**src/rtl/fetch_unit_pkg.sv**
```systemverilog
// Shared types for the fetch stage: FSM state encoding, reset pointer default
// and helpers that split a packed {hi, lo} instruction pointer.
package fetch_unit_pkg;

  typedef enum logic [1:0] {
    S_REQ_HI,
    S_REQ_LO,
    S_WAIT,
    S_VALID
  } fetch_state_t;

  localparam logic [31:0] RESET_POINTER_DEFAULT = 32'h0000_0001;
  localparam int          DROP_W_DEFAULT        = 2;

  function automatic logic [15:0] ptr_hi(input logic [31:0] ptr);
    return ptr[31:16];
  endfunction

  function automatic logic [15:0] ptr_lo(input logic [31:0] ptr);
    return ptr[15:0];
  endfunction

endpackage

```
**src/rtl/fetch_unit_if.sv**
```systemverilog
// Bundle of the instruction-memory port, the decode handshake and the redirect
// inputs; master is the fetch unit, slave is memory plus decode/counter.
interface fetch_unit_if;

  logic        mem_req;
  logic [15:0] mem_addr;
  logic        mem_gnt;
  logic        mem_rvalid;
  logic [15:0] mem_rdata;
  logic        instr_valid;
  logic        instr_ready;
  logic [31:0] instruction;
  logic [31:0] instr_pointer;
  logic [31:0] next_pointer;
  logic        flush_valid;
  logic [31:0] flush_pointer;

  modport master (
    output mem_req, mem_addr, instr_valid, instruction, instr_pointer,
    input  mem_gnt, mem_rvalid, mem_rdata, instr_ready, next_pointer,
    input  flush_valid, flush_pointer
  );

  modport slave (
    input  mem_req, mem_addr, instr_valid, instruction, instr_pointer,
    output mem_gnt, mem_rvalid, mem_rdata, instr_ready, next_pointer,
    output flush_valid, flush_pointer
  );

endinterface

```
**src/rtl/fetch_resp_tracker.sv**
```systemverilog
// Counts granted-but-unanswered reads, swallows responses that belong to a
// flushed fetch, and steers accepted responses into the hi or lo half.
module fetch_resp_tracker #(
  parameter int DROP_W = 2
) (
  input  logic clk,
  input  logic rst,
  input  logic issue,
  input  logic rvalid,
  input  logic flush,
  output logic cap_hi,
  output logic cap_lo
);

  localparam logic [DROP_W-1:0] MAX_OUT = DROP_W'(2);

  logic [DROP_W-1:0] outstanding_reg;
  logic [DROP_W-1:0] outstanding_next;
  logic [DROP_W-1:0] drop_reg;
  logic              word_sel_reg;
  logic              capture;

  assign capture = rvalid && (drop_reg == '0);
  assign cap_hi  = capture && !word_sel_reg;
  assign cap_lo  = capture && word_sel_reg;

  always_comb begin
    outstanding_next = outstanding_reg;
    if (issue && !rvalid && outstanding_reg != MAX_OUT) begin
      outstanding_next = outstanding_reg + 1'b1;
    end else if (!issue && rvalid && outstanding_reg != '0) begin
      outstanding_next = outstanding_reg - 1'b1;
    end
  end

  always_ff @(posedge clk) begin
    if (rst) begin
      outstanding_reg <= '0;
      drop_reg        <= '0;
      word_sel_reg    <= 1'b0;
    end else begin
      outstanding_reg <= outstanding_next;
      if (flush) begin
        // Everything still unanswered after this cycle belongs to the old stream.
        drop_reg     <= outstanding_next;
        word_sel_reg <= 1'b0;
      end else if (rvalid) begin
        if (drop_reg != '0) begin
          drop_reg <= drop_reg - 1'b1;
        end else begin
          word_sel_reg <= ~word_sel_reg;
        end
      end
    end
  end

  a_no_orphan_rvalid : assert property (@(posedge clk) disable iff (rst)
    rvalid |-> (outstanding_reg != '0 || issue));

endmodule

```
**src/rtl/fetch_unit.sv**
```systemverilog
// Instruction fetch stage: reads hi and lo 16-bit words for the packed pointer,
// presents the 32-bit instruction to decode, and redirects on flush.
module fetch_unit
  import fetch_unit_pkg::*;
#(
  parameter logic [31:0] RESET_POINTER = RESET_POINTER_DEFAULT,
  parameter int          DROP_W        = DROP_W_DEFAULT
) (
  input logic          clk,
  input logic          rst,
  fetch_unit_if.master bus
);

  fetch_state_t state_reg;
  logic         mem_req_reg;
  logic [15:0]  mem_addr_reg;
  logic         instr_valid_reg;
  logic [31:0]  instruction_reg;
  logic [31:0]  instr_pointer_reg;
  logic         issue;
  logic         accept;
  logic         cap_hi;
  logic         cap_lo;

  // A request still waiting for grant is withdrawn in the flush cycle.
  assign bus.mem_req       = mem_req_reg && !bus.flush_valid;
  assign bus.mem_addr      = mem_addr_reg;
  assign bus.instr_valid   = instr_valid_reg;
  assign bus.instruction   = instruction_reg;
  assign bus.instr_pointer = instr_pointer_reg;

  assign issue  = bus.mem_req && bus.mem_gnt;
  assign accept = instr_valid_reg && bus.instr_ready;

  fetch_resp_tracker #(.DROP_W(DROP_W)) u_tracker (
    .clk    (clk),
    .rst    (rst),
    .issue  (issue),
    .rvalid (bus.mem_rvalid),
    .flush  (bus.flush_valid),
    .cap_hi (cap_hi),
    .cap_lo (cap_lo)
  );

  always_ff @(posedge clk) begin
    if (rst) begin
      state_reg         <= S_REQ_HI;
      mem_req_reg       <= 1'b0;
      mem_addr_reg      <= 16'h0000;
      instr_valid_reg   <= 1'b0;
      instruction_reg   <= 32'h0000_0000;
      instr_pointer_reg <= RESET_POINTER;
    end else if (bus.flush_valid) begin
      state_reg         <= S_REQ_HI;
      mem_req_reg       <= 1'b1;
      mem_addr_reg      <= ptr_hi(bus.flush_pointer);
      instr_valid_reg   <= 1'b0;
      instr_pointer_reg <= bus.flush_pointer;
    end else begin
      if (cap_hi) instruction_reg[31:16] <= bus.mem_rdata;
      if (cap_lo) instruction_reg[15:0]  <= bus.mem_rdata;
      case (state_reg)
        S_REQ_HI: begin
          if (!mem_req_reg) begin
            mem_req_reg  <= 1'b1;
            mem_addr_reg <= ptr_hi(instr_pointer_reg);
          end else if (bus.mem_gnt) begin
            state_reg    <= S_REQ_LO;
            mem_addr_reg <= ptr_lo(instr_pointer_reg);
          end
        end
        S_REQ_LO: begin
          if (bus.mem_gnt) begin
            mem_req_reg <= 1'b0;
            // A same-cycle answer to the lo request completes the instruction now.
            if (cap_lo) begin
              state_reg       <= S_VALID;
              instr_valid_reg <= 1'b1;
            end else begin
              state_reg <= S_WAIT;
            end
          end
        end
        S_WAIT: begin
          if (cap_lo) begin
            state_reg       <= S_VALID;
            instr_valid_reg <= 1'b1;
          end
        end
        S_VALID: begin
          if (accept) begin
            state_reg         <= S_REQ_HI;
            instr_valid_reg   <= 1'b0;
            instr_pointer_reg <= bus.next_pointer;
            mem_req_reg       <= 1'b1;
            mem_addr_reg      <= ptr_hi(bus.next_pointer);
          end
        end
      endcase
    end
  end

endmodule

```
**src/flat_wrapper.sv**
```systemverilog
// flat-port wrapper written by rule: the top's interface ports become plain ports
module fetch_unit_flat import fetch_unit_pkg::*;
#(
  parameter logic [31:0] RESET_POINTER = RESET_POINTER_DEFAULT,
  parameter int          DROP_W        = DROP_W_DEFAULT
)
  (clk, rst, bus_mem_req, bus_mem_addr, bus_instr_valid, bus_instruction, bus_instr_pointer, bus_mem_gnt, bus_mem_rvalid, bus_mem_rdata, bus_instr_ready, bus_next_pointer, bus_flush_valid, bus_flush_pointer);
  fetch_unit_if bus_i ();
  input logic clk;
  input logic rst;
  output wire logic [$bits(bus_i.mem_req)-1:0] bus_mem_req;
  output wire logic [$bits(bus_i.mem_addr)-1:0] bus_mem_addr;
  output wire logic [$bits(bus_i.instr_valid)-1:0] bus_instr_valid;
  output wire logic [$bits(bus_i.instruction)-1:0] bus_instruction;
  output wire logic [$bits(bus_i.instr_pointer)-1:0] bus_instr_pointer;
  input wire logic [$bits(bus_i.mem_gnt)-1:0] bus_mem_gnt;
  input wire logic [$bits(bus_i.mem_rvalid)-1:0] bus_mem_rvalid;
  input wire logic [$bits(bus_i.mem_rdata)-1:0] bus_mem_rdata;
  input wire logic [$bits(bus_i.instr_ready)-1:0] bus_instr_ready;
  input wire logic [$bits(bus_i.next_pointer)-1:0] bus_next_pointer;
  input wire logic [$bits(bus_i.flush_valid)-1:0] bus_flush_valid;
  input wire logic [$bits(bus_i.flush_pointer)-1:0] bus_flush_pointer;
  assign bus_mem_req = bus_i.mem_req;
  assign bus_mem_addr = bus_i.mem_addr;
  assign bus_instr_valid = bus_i.instr_valid;
  assign bus_instruction = bus_i.instruction;
  assign bus_instr_pointer = bus_i.instr_pointer;
  assign bus_i.mem_gnt = bus_mem_gnt;
  assign bus_i.mem_rvalid = bus_mem_rvalid;
  assign bus_i.mem_rdata = bus_mem_rdata;
  assign bus_i.instr_ready = bus_instr_ready;
  assign bus_i.next_pointer = bus_next_pointer;
  assign bus_i.flush_valid = bus_flush_valid;
  assign bus_i.flush_pointer = bus_flush_pointer;
  fetch_unit #(.RESET_POINTER(RESET_POINTER), .DROP_W(DROP_W)) u_core (.clk(clk), .rst(rst), .bus(bus_i));
endmodule
```
**config.mk**
```make
export PLATFORM = sky130hd
export DESIGN_NAME = fetch_unit_flat
export DESIGN_NICKNAME = d
export VERILOG_FILES = /design/src/rtl/fetch_unit_pkg.sv /design/src/rtl/fetch_unit_if.sv /design/src/rtl/fetch_resp_tracker.sv /design/src/rtl/fetch_unit.sv /design/src/flat_wrapper.sv
export SDC_FILE = /design/constraint.sdc
export NUM_CORES = 1
export LEC_CHECK = 0
export ABC_AREA = 1
export CAP_MARGIN = 20
export CELL_PAD_IN_SITES_DETAIL_PLACEMENT = 1
export CELL_PAD_IN_SITES_GLOBAL_PLACEMENT = 1
export CORE_ASPECT_RATIO = 0.6
export CORE_MARGIN = 10
export CORE_UTILIZATION = 25
export CTS_BUF_LIST = sky130_fd_sc_hd__clkbuf_2 sky130_fd_sc_hd__clkbuf_4 sky130_fd_sc_hd__clkbuf_8
export DETAILED_ROUTE_END_ITERATION = 10
export PLACE_DENSITY = 0.7
export SYNTH_ARGS = -nofsm -noshare
export SYNTH_HDL_FRONTEND = slang
export SYNTH_SLANG_ARGS = --single-unit
export TNS_END_PERCENT = 50
```
**constraint.sdc**
```tcl
create_clock -name clk -period 3.2 [get_ports clk]
set_input_delay 0.64 -clock clk [delete_from_list [all_inputs] [get_ports clk]]
set_output_delay 0.64 -clock clk [all_outputs]
set_load 0.01 [all_outputs]
```
; Word level (Yosys, flattened, before mapping)
; Index checks and enable logic that the tools add are counted.
[op_classes]
addsub = 3
n_eq_ne = 12
mux = 28
bitwise = 3
n_reduce_logical = 35
[op_table]
columns = op, count
row1 = two-way mux 32 bit, 3
row2 = two-way mux 16 bit, 4
row3 = one-hot mux 16 bit (2 select lines), 1
row4 = two-way mux 2 bit, 10
row5 = nonzero test 2 bit, 6
row6 = logical AND 1 bit, 10
row7 = AND reduction 2 bit, 5
row8 = AND reduction 3 bit, 3
row9 = one-hot mux 2 bit (4 select lines), 1
row10 = two-way mux 1 bit, 7
row11 = "!= test 2 x 1 -> 1 bit, second input constant", 3
row12 = "!= test 2 bit, second input constant", 3
row13 = one-hot mux 1 bit (3 select lines), 2
row14 = nonzero test 3 bit, 2
row15 = AND reduction 5 bit, 1
row16 = "== test 2 bit, second input constant", 2
row17 = logical NOT 1 bit, 4
row18 = logical NOT 2 bit, 2
row19 = "!= test 4 bit, second input constant", 1
row20 = nonzero test 4 bit, 1
row21 = "subtractor 2 x 1 -> 2 bit, second input constant", 2
row22 = "!= test 3 x 2 -> 1 bit, second input constant", 1
row23 = "!= test 3 bit, second input constant", 1
row24 = inverter 1 bit, 3
row25 = other kinds (3), 3
[word_totals]
ff_bits = 89
input_bits = 86
output_inout_bits = 82

; Logic depth before layout (Yosys ltp)
[logic_depth]
ltp_word = 9
depth_mapped = 9
ltp_nobuf = 9

; Cells and area by module
; A second synthesis with hierarchy kept.
[unflattened]
cells_unflattened = 688
area_unflattened_um2 = 4533.1
[by_module_without_submodules]
columns = mod, n_inst, cells_per_inst, area_each_um2, seq_area_each_um2
row1 = fetch_unit, 1, 639, 4189.0, 1681.6
row2 = fetch_resp_tracker, 1, 49, 344.1, 100.1

; Worst setup path before layout
; Ideal clock, no wire load.
[synth_timing]
path_kind = input to output
start = input bus_flush_valid
end = output bus_mem_req
arrival_time_ns = 0.921
required_time_ns = 2.560
slack_ns = 1.639
stages = 2
path_buffers = 1
cell_sequence = buf_6 nor2_4
[synth_between]
elab_chain_cells = 2
[synth_lines]
columns = element, line
row1 = from (decl), flat_wrapper.sv:21  ; input wire logic [$bits(bus_i.flush_valid)-1:0] bus_flush_valid;
row2 = logical NOT 1 bit, fetch_unit.sv:26  ; assign bus.mem_req = mem_req_reg && !bus.flush_valid;
row3 = logical AND 1 bit, fetch_unit.sv:26
row4 = to (decl), flat_wrapper.sv:11  ; output wire logic [$bits(bus_i.mem_req)-1:0] bus_mem_req;
; Every way passes these cells.

; Worst setup path in the final report
; Same ends and word-level chain as after synthesis.

==> out/metrics.csv <==
metric,value,unit
p_per_area,458,nW/µm²
clk_pin_slew_worst_paths,100,ps
hpwlAfterDp,14.7,mm
fin_ws,724,ps
r2r_cells,6,
wirelength,19.1,mm
cp_num_cells,3,
timing.rr.end,u_core.bus.instr_pointer[5],
grt.overflow.total,0,
cp-endpoint,bus_mem_req,
setup_viol,0,
syn_to_final_growth,47.6,%
ir_worst_vdd,0.199,mV
crit_chain,buf_2 -> nor2_4 -> clkdlybuf4s50_1,
numPortBuffers,167,
dr.pass1.iters,4,
reg2reg_slack,1180,ps
clock_sinks,89,
drive_gt1_share,5.18,%
hold_ws,519,ps
clockRootBuffer,clkbuf_8,
final_nets,881,
slew_headroom,52.8,%
fin_crit,2480,ps
numCtsBuffers,9,
synth_seq_cells,89,
synth_seq_area_share,41.6,%
total_leakage_power,0.00267,µW
num_vias,4678,
r2r-start,u_core.state_reg[0],
max_cap_violations,0,
fin_crit_sh,77.4,%
crit_buf_inv,2,
combPwrFrac,25.4,%
antennaDiodeCount,0,
clock-skew-final,14.8,ps
arrival,1840,ps
worst_setup_path_start_kind,primary input,
synthesis.area,4290,µm²
final-max-slew-violation-count,0,
timing.fmax,0.404,GHz
ios,168,
fill_cells,2070,
initial_core_util,25.9,%
cts_tree,done,
switching_share,31.3,%
cts_hold_buf,0,
drc_errors,0,
syn_area_per_cell,6.73,µm²
ys_types,29,
place_ws,419,ps
dpl_cell_area,6100,µm²
worst_pin_slew,707,ps
syn_nets,731,
coreArea,16500,µm²
drt-initial-drc-count,288,
critical_path.max_fanout,31,
antenna_found_initial,1,
grt_pass1_wl,29.3,mm
ant_nets,0,
wire_per_inst,18.7,µm
place_congestion,0.829,
status,completed,
rows,36,
clkPwrFrac,31.1,%
die_h,121,µm
grt_usage,16.1,%
hold_violations,0,
finish.utilization,38.3,%
crit_family,buffers and inverters,
cts_buffer_depth,2,
path_class,in -> out,
worstPathRequired,2560,ps
h-tree-depth,3,
cts_setup_buffers,0,
routed_via_density,4.59,
p_sw,908,µW
dieArea,23000,µm²
setup_tns,0,ps
internal-power,1990,µW
critPathLaunch,bus_flush_valid,
cts-resized-gates,0,
grt_pass1_vias,4978,
rsz0062_at_grt,no,
hp-class,reg -> reg,
synth_warnings,0,
stdcell_area,6330,µm²
clk_latency,370,ps
die_w,189,µm
slowest_delay,530,ps
grt_max_degree,43,
end_kind,primary output,
seqPwrFrac,43.5,%
crit_slowest_cell,buf_2,
whs_path_depth,2,
syn_inst,637,
==> Yosys cell counts <==
cell,instances,area (µm²)
buf_2,17,85.1
o211ai_1,2,15.0
nand3_1,27,135
nand4_1,2,12.5
a31oi_1,32,200
nand2_4,1,11.3
ha_1,8,100
inv_1,32,120
buf_4,2,15.0
inv_4,2,12.5
nor3_4,1,16.3
clkbuf_1,11,41.3
clkinv_1,1,3.75
a21oi_1,6,30.0
buf_6,6,67.6
nor2_1,136,510
nand3_2,3,30.0
o21ai_4,1,16.3
nor2_4,2,22.5
nor2_2,1,6.26
nand2_1,184,691
inv_2,1,3.75
nor3_1,1,5.00
or2_2,2,12.5
dfxtp_1,89,1780
o21ai_1,6,30.0
o21ai_0,59,295
nand2_2,1,6.26
xor2_1,1,8.76
==> cell usage in the layout (no fill, tap or decap) <==
cell,n
nor2_1,136
dfxtp_1,89
clkbuf_8,9
or2_2,2
clkinv_4,1
nand2_1,184
nor2_2,1
nor3_1,1
nand3_2,3
clkinvlp_4,2
clkdlybuf4s50_1,166
buf_12,1
buf_4,7
o21ai_0,59
nand4_1,2
nor3_4,1
o21ai_4,1
nand2_2,1
ha_1,8
nor2_4,2
o21ai_1,6
inv_4,2
bufinv_16,2
nand2_4,1
o211ai_1,2
a21oi_1,6
a31oi_1,32
buf_2,1
xor2_1,1
inv_2,2
nand3_1,27
inv_1,32
inv_6,2
==> power by group through the flow <==
stage               combinational (µW)  sequential, µW  clock (µW)
floorplan                          314            1310           0
global placement                   716            1280           0
detailed placement                 741            1290           0
CTS                                747            1260         930
global route                       820            1270         977
finish                             738            1260         901
==> worst reg2reg max path: stages (launching register included) <==
cell	delay [ps]
dfxtp_1	440
ha_1	280
nand3_2	160
nand2_4	250
buf_4	400
o21ai_0	140
a31oi_1	260
==> final cells by class <==
cell class	count	area [µm²]	share of cell area, %
clock buffers	9	124	1.96
clock inverters	7	101	1.60
inverters	36	140	2.22
multi-input cells	476	2150	34.1
flip-flops and latches	89	1780	28.2
well taps	228	285	4.51
repair buffers	175	1740	27.5
==> worst min-delay path by stage <==
stage | end | start | slack [ps]
finish | u_core.bus.instruction[27] | u_core.bus.instruction[27] | 520
global route | u_core.bus.instruction[28] | u_core.bus.instruction[28] | 540
CTS | u_core.bus.instruction[27] | u_core.bus.instruction[27] | 530
detailed placement | u_core.bus.instruction[27] | u_core.bus.instruction[27] | 500
global placement | u_core.bus.instruction[27] | u_core.bus.instruction[27] | 480
floorplan | u_core.u_tracker.outstanding_reg[0] | u_core.u_tracker.outstanding_reg[0] | 480
==> kinds of logic (layout without fill, tap and decap cells) <==
| kind of cell | after synthesis | in the layout | share of synthesized area [%] |
|---|---|---|---|
| simple gates | 361 | 361 | 34.0 |
| buf+inv | 72 | 227 | 8.15 |
| flops | 89 | 89 | 41.6 |
| fa+ha+maj | 8 | 8 | 2.34 |
| compound gates | 106 | 106 | 13.7 |
| xor+xnor | 1 | 1 | 0.204 |
==> stage by stage <==
step	total power (µW)	instances
6_report	2900	1020
2_1_floorplan	1620	637
4_1_cts	2940	1020
3_5_place_dp	2030	1004
5_1_grt	3070	1020
3_3_place_gp	2000	1004
==> layer usage <==
metal / up-vias / GRT usage [%] / part of all wire [%]
met5: - / 0 / 0.068
met4: 2 / 2.67 / 0.41
met3: 8 / 6.46 / 9.8
met2: 133 / 24.1 / 42
met1: 2201 / 21.6 / 48
li1: 2334 / - / -
No activity file was read; power rests on OpenSTA's default activity.
==> RTL change 1, RTL diff (same flow settings) <==
Change the package constant `DROP_W_DEFAULT` from 2 to 4.
--- a/src/rtl/fetch_unit_pkg.sv
+++ b/src/rtl/fetch_unit_pkg.sv
@@ -11,5 +11,5 @@
 
   localparam logic [31:0] RESET_POINTER_DEFAULT = 32'h0000_0001;
-  localparam int          DROP_W_DEFAULT        = 2;
+  localparam int          DROP_W_DEFAULT        = 4;
 
   function automatic logic [15:0] ptr_hi(input logic [31:0] ptr);
Formal check against the unedited RTL: same outputs for any inputs over 4 cycles, from zero or initial values and one cycle with rst high; that may be too few to reach the edited logic, so the function may still have changed.
==> RTL change 1 against the original RTL <==
First-iteration DRC count down 19%; non-clock buffer count down 3; sequential share of layout area grew 0.67 points; sequential cell count up 4; area after synthesis up 3.0%; global-route usage rose by 0.059 points; power rose by 18%; via count grew 2.9%; design area is 2.1% higher; wire length shrank 0.17%; register-to-register slack got worse by 0.21 ns; combinational power rose by 42%; worst setup slack better by 0.24 ns; critical path type unchanged; largest power group unchanged; highest routed layer unchanged.
==> RTL change 1: results (changes against the original RTL) <==
status=complete, no violations; largest cells by area after synthesis=dfxtp_1, nor2_1, nand2_1; Synth Area in Adders=3.12% (+0.78 points); post-synthesis sequential area ratio=42.2% (+0.60 points); hpwl dp=14,700 um (+0.48%); Seq power=0.00139 W (+10%); clock network area share=3.64% (+0.083 points); met2 wire length=8480 um (+6.5%); P_leak=2.58 nW (-3.6%); CTS sink count=93 (+4.5%); Hold Path Sink=u_core.bus.instruction[16]; HP Start=u_core.bus.instruction[16]; WL met3=1600 um (-14%); WL met1=8740 um (-4.7%); top cells by count, synth=nor2_1, nand2_1, dfxtp_1; NonClk Buf Share=26.6% (-0.91 points); Initial DRC Count=232 (-19%); count of unique library cells instantiated by Yosys=30 (+3.4%); Seq area share=28.8% (+0.67 points); worst slack, placed=0.625 ns (+0.206 ns); reg-to-reg endpoint=u_core.bus.instr_pointer[3]; Non-CTS inverters=28 (-22%); WL per Instance=19.1 um (+1.9%); Fillers=2,133 (+3.0%); DR vias/cell=4.82 (+5.1%); met1 Usage GRT=20.7% (-0.87 points); M2 GR Usage=25.5% (+1.5 points); first-pass GRT wire length=29,900 um (+2.1%)
-- RTL change 1: changes by cell type in the layout (fill, tap and decap cells not counted), sizes merged, moves of 3 or more --
| cell | delta |
|---|---|
| ha | +3 |
| nand2 | -65 |
| o311ai | +6 |
| nor3 | +19 |
| dfxtp | +4 |
| a21oi | +8 |
| nand3 | +3 |
| nor2 | -4 |
| buf | -3 |
| o21ai | +11 |
| inv | -9 |
-- RTL change 1: worst max path at each step --
stage | start | endpoint | cells after the start
4_1_cts | bus_flush_valid | bus_mem_req | 3
2_1_floorplan | bus_flush_valid | bus_mem_req | 4
3_5_place_dp | bus_flush_valid | u_core.bus.mem_addr[11] | 6
3_3_place_gp | bus_flush_valid | u_core.bus.mem_addr[10] | 6
6_report | bus_flush_valid | bus_mem_req | 3
5_1_grt | u_core.state_reg[0] | u_core.bus.instr_pointer[2] | 7
==> RTL change 2, RTL diff (same flow settings) <==
Made on the original files. Make the reset (`rst`) asynchronous in 2 clocked blocks.
--- a/src/rtl/fetch_resp_tracker.sv
+++ b/src/rtl/fetch_resp_tracker.sv
@@ -34,5 +34,5 @@
   end
 
-  always_ff @(posedge clk) begin
+  always_ff @(posedge clk or posedge rst) begin
     if (rst) begin
       outstanding_reg <= '0;
--- a/src/rtl/fetch_unit.sv
+++ b/src/rtl/fetch_unit.sv
@@ -43,5 +43,5 @@
   );
 
-  always_ff @(posedge clk) begin
+  always_ff @(posedge clk or posedge rst) begin
     if (rst) begin
       state_reg         <= S_REQ_HI;
Behaviour: differs if rst is asserted again (counterexample within 4 cycles, from zero or initial values and one cycle with rst high); with rst held inactive, the same outputs for 4 cycles.
==> RTL change 2 against the original RTL <==
Worst setup slack better by 0.14 ns; synthesized cell count is 17% lower; sequential cell count stayed put; design area is 1.1% higher; maximum frequency is 6.2% higher; critical path type is now flop to output port; die area hardly changed; area after synthesis is 0.12% higher; global-route usage is 0.94 points lower; hold slack worse by 0.025 ns; wire length is 9.1% lower; non-clock buffer count is 1 higher.
Power is not compared: it rests on default switching activity, and its combinational part moved more than twofold at a synthesized area within 25%.
==> RTL change 2: results (changes against the original RTL) <==
largest net degree at the start of global routing=46 (+7.0%); via count=4,245 (-9.3%); status=complete, no violations; max incr delay on CP=0.51 ns (-0.02 ns); Crit. Startpoint=u_core.mem_req_reg; top cells by count, synth=nand2_1, dfrtp_1, o21ai_0; share of cells above drive strength 1=7.69% (+2.5 points); largest cells by area after synthesis=dfrtp_1, nand2_1, o21ai_0; dpl cell area=0.00616 sq mm (+1.0%); Reg2Reg Depth=8 (+2); Final Net Count=777 (-12%); Clock Skews=0.0105 ns (-0.00426 ns); Worst-Margin Slew=0.723 ns (+0.0159 ns); worst r2r src=u_core.state_reg[0]; Synth async-reset ratio=100% (+100 points); total track usage=15.2% (-0.94 points); synthesized net count=619 (-15%); reg-to-reg endpoint=u_core.bus.mem_addr[13]; reg2reg setup slack=1.06 ns (-0.12 ns); crit-path max FO=19 (-39%); count of unique library cells instantiated by Yosys=26 (-10%); crit path DAT=1.69 ns (-0.15 ns); HP Start=u_core.bus.instruction[30]; post-synthesis sequential area ratio=51.9% (+10 points); Placer Congestion=0.796 (-4.1%); hpwl dp=13,200 um (-9.7%); vias in the first global route=4,731 (-5.0%)
==> RTL change 2: final cells by class <==
| class | instances | area share [%] |
|---|---|---|
| Inverter | 34 | 2.07 |
| Antenna cell | 1 | 0.0391 |
| Tap cell | 228 | 4.46 |
| Sequential cell | 89 | 34.8 |
| Clock inverter | 6 | 1.41 |
| Timing Repair Buffer | 176 | 27.3 |
| Clock buffer | 10 | 2.15 |
| Multi-Input combinational cell | 374 | 27.7 |
==> RTL change 2: how the worst min path moves through the flow <==
stage                                         end  slack, ns
global route            u_core.bus.instruction[6]       0.53
global placement       u_core.bus.instruction[18]       0.47
CTS                    u_core.bus.instruction[25]       0.50
detailed placement     u_core.bus.instruction[31]       0.48
finish                 u_core.bus.instruction[30]       0.49
floorplan           u_core.u_tracker.word_sel_reg       0.48
==> RTL change 2: kinds of logic after synthesis <==
logic type,synth area share (%)
AO/OA/AOI/OAI,16.1
adder cells (fa/ha/maj),2.04
XOR/XNOR,0.204
buffers and inverters,7.03
flip-flops,51.9
AND/OR/NAND/NOR,22.7
==> RTL change 2: power by group <==
group	switching, W	total [W]	internal [W]	leakage [nW]
clock network	0.000432	0.000897	0.000465	0.113
registers	0.000270	0.00178	0.00151	1.08
logic	0.00113	0.00215	0.00102	1.64
==> RTL change 2: routing by layer <==
layer	GRT usage, %	up-vias	wire length (um)
met5	0	-	0
met4	2.17	0	51
met3	6.72	6	1620
met2	23.6	134	7690
met1	19.4	2083	8000
li1	-	2022	-
==> RTL change 2: metrics by stage <==
stage / worst slack (ns) / std cells / hold slack, ns
2_1_floorplan: 0.255 / 526 / 0.480
3_3_place_gp: 0.819 / 901 / 0.465
3_5_place_dp: 0.710 / 901 / 0.477
4_1_cts: 0.792 / 917 / 0.499
5_1_grt: 0.695 / 917 / 0.526
6_report: 0.868 / 918 / 0.494
==> RTL change 2: critical path: cells and delay by family (launching register included) <==
| family | cells | cell delay (ns) |
|---|---|---|
| buf+inv | 2 | 0.84 |
| flops | 1 | 0.40 |
| simple gates | 1 | 0.10 |
